--- config.mk ---
export PLATFORM = sky130hd
export DESIGN_NAME = seg_scan_driver
export DESIGN_NICKNAME = d
export VERILOG_FILES = /design/src/rtl/seg_scan_driver.sv
export SDC_FILE = /design/constraint.sdc
export NUM_CORES = 1
export LEC_CHECK = 0
export CORE_UTILIZATION = 50
export CTS_BUF_LIST = sky130_fd_sc_hd__clkbuf_16
export CTS_CLUSTER_DIAMETER = 100
export DETAILED_ROUTE_END_ITERATION = 7
export PLACE_DENSITY = 0.73
export SLEW_MARGIN = 40
export SYNTH_ARGS = -nofsm -noshare
export SYNTH_HDL_FRONTEND = slang
export SYNTH_SLANG_ARGS = --single-unit
--- constraint.sdc ---
create_clock -name sys_clk -period 3.3 [get_ports sys_clk]
set_clock_uncertainty 0.15 [all_clocks]
set_input_delay 0.495 -clock sys_clk [delete_from_list [all_inputs] [get_ports sys_clk]]
set_output_delay 0.495 -clock sys_clk [all_outputs]
set_load 0.01 [all_outputs]
--- src/rtl/seg_scan_driver.sv ---
// Six-digit multiplexed 7-segment scan driver with frame-latched data,
// leading-zero blanking on the tens digit, a fixed ones-digit decimal point and an alarm blink.
module seg_scan_driver #(
   parameter int SCAN_CNT_MAX = 50000,
   parameter int BLINK_TICKS  = 250
) (
   input  logic        sys_clk,
   input  logic        sys_rst_n,
   input  logic [23:0] dis_data,
   input  logic        en,
   output logic [5:0]  sel,
   output logic [7:0]  seg
);

   localparam int CNT_W = (SCAN_CNT_MAX > 1) ? $clog2(SCAN_CNT_MAX) : 1;
   localparam int BLK_W = (BLINK_TICKS > 1) ? $clog2(BLINK_TICKS) : 1;
   localparam logic [CNT_W-1:0] CNT_LAST = CNT_W'(SCAN_CNT_MAX - 1);
   localparam logic [BLK_W-1:0] BLK_LAST = BLK_W'(BLINK_TICKS - 1);

   typedef enum logic {
      PHASE_ON,
      PHASE_OFF
   } phase_t;

   logic [CNT_W-1:0] cnt, cnt_nxt;
   logic [2:0]       idx, idx_nxt;
   logic [23:0]      shadow, shadow_nxt;
   logic [BLK_W-1:0] blink_cnt, blink_nxt;
   phase_t           phase, phase_nxt;
   logic [5:0]       sel_nxt;
   logic [7:0]       seg_nxt;
   logic             digit_tick;
   logic [3:0]       code;
   logic [6:0]       glyph;
   logic             display_on;

   // Active-low {g,f,e,d,c,b,a}; B is the minus sign, every other non-digit is blank.
   function automatic logic [6:0] decode(input logic [3:0] c);
      case (c)
         4'h0:    decode = 7'h40;
         4'h1:    decode = 7'h79;
         4'h2:    decode = 7'h24;
         4'h3:    decode = 7'h30;
         4'h4:    decode = 7'h19;
         4'h5:    decode = 7'h12;
         4'h6:    decode = 7'h02;
         4'h7:    decode = 7'h78;
         4'h8:    decode = 7'h00;
         4'h9:    decode = 7'h10;
         4'hB:    decode = 7'h3F;
         default: decode = 7'h7F;
      endcase
   endfunction

   always_comb begin
      digit_tick = (cnt == CNT_LAST);
      cnt_nxt    = digit_tick ? '0 : cnt + CNT_W'(1);
      idx_nxt    = idx;
      shadow_nxt = shadow;
      blink_nxt  = blink_cnt;
      phase_nxt  = phase;

      if (digit_tick) begin
         idx_nxt = (idx == 3'd0) ? 3'd5 : idx - 3'd1;
         if (idx == 3'd0)
            shadow_nxt = dis_data;
      end

      // Blink runs only while the alarm is up; dropping en snaps straight back to lit.
      if (!en) begin
         blink_nxt = '0;
         phase_nxt = PHASE_ON;
      end else if (digit_tick) begin
         if (blink_cnt == BLK_LAST) begin
            blink_nxt = '0;
            phase_nxt = (phase == PHASE_ON) ? PHASE_OFF : PHASE_ON;
         end else begin
            blink_nxt = blink_cnt + BLK_W'(1);
         end
      end

      case (idx)
         3'd0:    code = shadow[3:0];
         3'd1:    code = shadow[7:4];
         3'd2:    code = shadow[11:8];
         3'd3:    code = shadow[15:12];
         3'd4:    code = shadow[19:16];
         3'd5:    code = shadow[23:20];
         default: code = 4'hF;
      endcase

      glyph = decode(code);
      if (idx == 3'd4 && code == 4'h0)
         glyph = 7'h7F;

      // en is folded in here so a dropped alarm lights the very next output update.
      display_on = !en || (phase == PHASE_ON);
      sel_nxt    = 6'h3F;
      seg_nxt    = 8'hFF;
      if (display_on) begin
         sel_nxt = ~(6'd1 << idx);
         seg_nxt = {(idx != 3'd3), glyph};
      end
   end

   always_ff @(posedge sys_clk or negedge sys_rst_n) begin
      if (!sys_rst_n) begin
         cnt       <= '0;
         idx       <= 3'd5;
         shadow    <= 24'hA00000;
         blink_cnt <= '0;
         phase     <= PHASE_ON;
         sel       <= 6'h3F;
         seg       <= 8'hFF;
      end else begin
         cnt       <= cnt_nxt;
         idx       <= idx_nxt;
         shadow    <= shadow_nxt;
         blink_cnt <= blink_nxt;
         phase     <= phase_nxt;
         sel       <= sel_nxt;
         seg       <= seg_nxt;
      end
   end

endmodule
==> flow_summary.json <==
{
  "post-cts-setup-buffers": 0,
  "drtIter0Drc": 123,
  "diodes": 0,
  "cap_violations": 0,
  "fmax_ghz": 0.347,
  "ys_ff_latch": 65,
  "switching_share": 0.211,
  "ys_types": 46,
  "routed_wl_mm": 5.75,
  "cts_resized": 0,
  "cp-end-kind": "flip-flop",
  "setup.worst_path.start": "idx[1]",
  "setup_viol": 0,
  "globalplace.congestion": 0.827,
  "critPathRequiredTime_ns": 3.40,
  "powerDensity_nw_per_um2": 454,
  "nFillCells": 476,
  "yosysSeqAreaShare": 0.523,
  "clk_latency_ns": 0.32,
  "finalMaxSlewViolations": 0,
  "hold_path.class": "in2async",
  "arrival_ns": 2.99,
  "fp.coreArea_um2": 5990,
  "io_pins": 41,
  "p_total_mw": 1.75,
  "crit_type": "reg2reg",
  "worst_pin_slew_ns": 0.655,
  "synth_cells": 280,
  "worst_slack_ns": 0.414,
  "drc": 0,
  "routedWlPerCell_um": 14.2,
  "hpwl_mm": 3.88,
  "dieArea_um2": 6620,
  "ctsLongestPathBuffers": 2,
  "cp-start-kind": "flip-flop",
  "power.internal_mw": 1.38,
  "dp_slack_ns": 0.510,
  "p_comb_frac": 0.066,
  "synthesis.area_um2": 3150,
  "grt_start_max_net_pins": 66,
  "synth_area_leaders": "dfrtp_1, dfstp_2, mux2_2",
  "grt_pass1_wl_mm": 9.76,
  "layout_commonest_cell": "dfrtp_1",
  "post-route-period-util": 0.874,
  "yosysTopAreaCell": "dfrtp_1",
  "root_buffer": "clkbuf_16",
  "synth-edff-count": 0,
  "numPortBuffers": 40,
  "via_per_inst": 5.36,
  "gr-usage-all-layers": 0.202,
  "cts_hold_buf": 0,
  "postRouteAntennaNets": 0,
  "vias": 2166,
  "cts_tree": "done",
  "synth_area_per_cell_um2": 11.3,
  "path_max_fanout": 8,
  "max_slew_margin": 0.562,
  "synthFlopType": "dfrtp_1",
  "ir_drop_v": 0.000364,
  "netlist.area_leader.share": 0.381,
  "drive_gt1_frac": 0.185,
  "rr_startpoint": "idx[1]",
  "fin_cells": 404,
  "layout_min_cycle_time_ns": 2.89,
  "h-tree-depth": 3,
  "tns_ns": 0,
  "p_switching_mw": 0.369,
  "fp.dieW_um": 81.4,
  "synthArstFlopShare": 1.00,
  "die_h_um": 81.4,
  "grt.overflow.total": 0,
  "synth_nets": 316,
  "rows": 28,
  "layout_common_cells": "dfrtp_1, clkdlybuf4s50_1, nand2_1",
  "final-hold-violation-count": 0,
  "cts.reportedPaths.clkPinSlew_ns": 0.05,
  "grt_pass1_vias": 2103,
  "cts_inserted_buffers": 9,
  "syn_to_final_growth_pct": 22.5,
  "clkPwrFrac": 0.456,
  "leakagePower_nw": 1.62,
  "rsz0062_at_grt": "no",
  "clock-sinks": 65,
  "seqPwrFrac": 0.478,
  "initial_core_util": 0.526,
  "fin_nets": 360,
  "first_pass_iters": 4,
  "outcome": "finished, final reports clean",
  "antenna_found_initial": 0,
  "yosysWarnings": 0,
  "fin_hold_ws_ns": 0.102,
  "dp_cells": 388
}
through the flow:
stage / instance area (µm²) / util
finish: 3860 / 0.644
global route: 3860 / 0.644
CTS: 3860 / 0.644
detailed placement: 3600 / 0.601
global placement: 3600 / 0.601
floorplan: 3150 / -
worst max-delay path, stage by stage (launching register included):
cell and delay, ns:
dfrtp_1 0.42, nor2_1 0.53, o21ai_0 0.21, a31oi_1 0.50, ha_1 0.28, nor3b_1 0.27
a21oi_1 0.10, a22o_1 0.19, a31oi_1 0.16
flip-flops by register name, summed over array words and instances (netlist names):
register   flops
phase          1
shadow        24
sel            6
idx            3
cnt           16
blink_cnt      8
seg            7
cells in the mapped netlist, types with 2 or more instances:
cell type and instances:
and3_1 3, buf_2 3, nor2b_1 4, and2_1 2, nand3_1 12, o21ai_0 5, or2_2 2, inv_1 8
mux2_2 24, nor4_1 2, a21boi_0 2, xor2_1 12, dfstp_2 17, ha_1 9, xnor2_1 5, a31oi_1 6
nand2b_1 4, o21a_1 3, a311oi_1 2, a22oi_1 2, nand2_1 30, a22o_1 3, clkbuf_1 4, nand4_1 4
or4bb_1 2, mux2i_1 9, or3_1 2, dfrtp_1 48, nor2_1 21, a21oi_1 5, buf_6 2, nor3_1 8
mux2_1 2
power groups by stage:
stage          clock network (mW)  logic, mW  registers [mW]
3_3_place_gp                    0      0.114           0.850
3_5_place_dp                    0      0.116           0.850
6_report                    0.800      0.115           0.838
4_1_cts                     0.820      0.117           0.838
2_1_floorplan                   0     0.0408           0.852
5_1_grt                     0.860      0.130           0.840
final cells by class:
class / count / area (µm²) / share of cell area
Sequential cell: 65 / 1650 / 0.427
Multi-Input combinational cell: 197 / 1410 / 0.366
Timing Repair Buffer: 43 / 422 / 0.109
Clock buffer: 9 / 225 / 0.0583
Tap cell: 75 / 93.8 / 0.0243
Inverter: 8 / 30.0 / 0.00778
Clock inverter: 7 / 28.8 / 0.00746
kinds of logic (layout without fill, tap and decap cells):
kind of cell    after synthesis  after routing  share of synthesized area
compound gates               33             33                     0.0719
xor+xnor                     17             17                     0.0473
fa+ha+maj                     9              9                     0.0357
buf+inv                      18             67                     0.0286
flops                        65             65                      0.523
mux                          35             35                      0.122
simple gates                103            103                      0.172
worst paths after layout:
kind                         endpoint  slack [ns]  cells after the start
setup reg to reg               seg[6]        0.41                      8
min in group sys_clk          cnt[13]        0.34                      1
max in group asynchronous      idx[2]        2.51                      2
hold reg to reg               cnt[13]        0.34                      1
hold / removal             shadow[18]        0.10                      2
setup / recovery               seg[6]        0.41                      8
per-layer routing:
layer	track usage	wire [µm]	up-vias
met5	0	0	-
met4	0.0839	77	0
met3	0.0607	194	7
met2	0.299	2610	35
met1	0.274	2870	1053
li1	-	-	1071
Power figures use the tool's default switching activity.
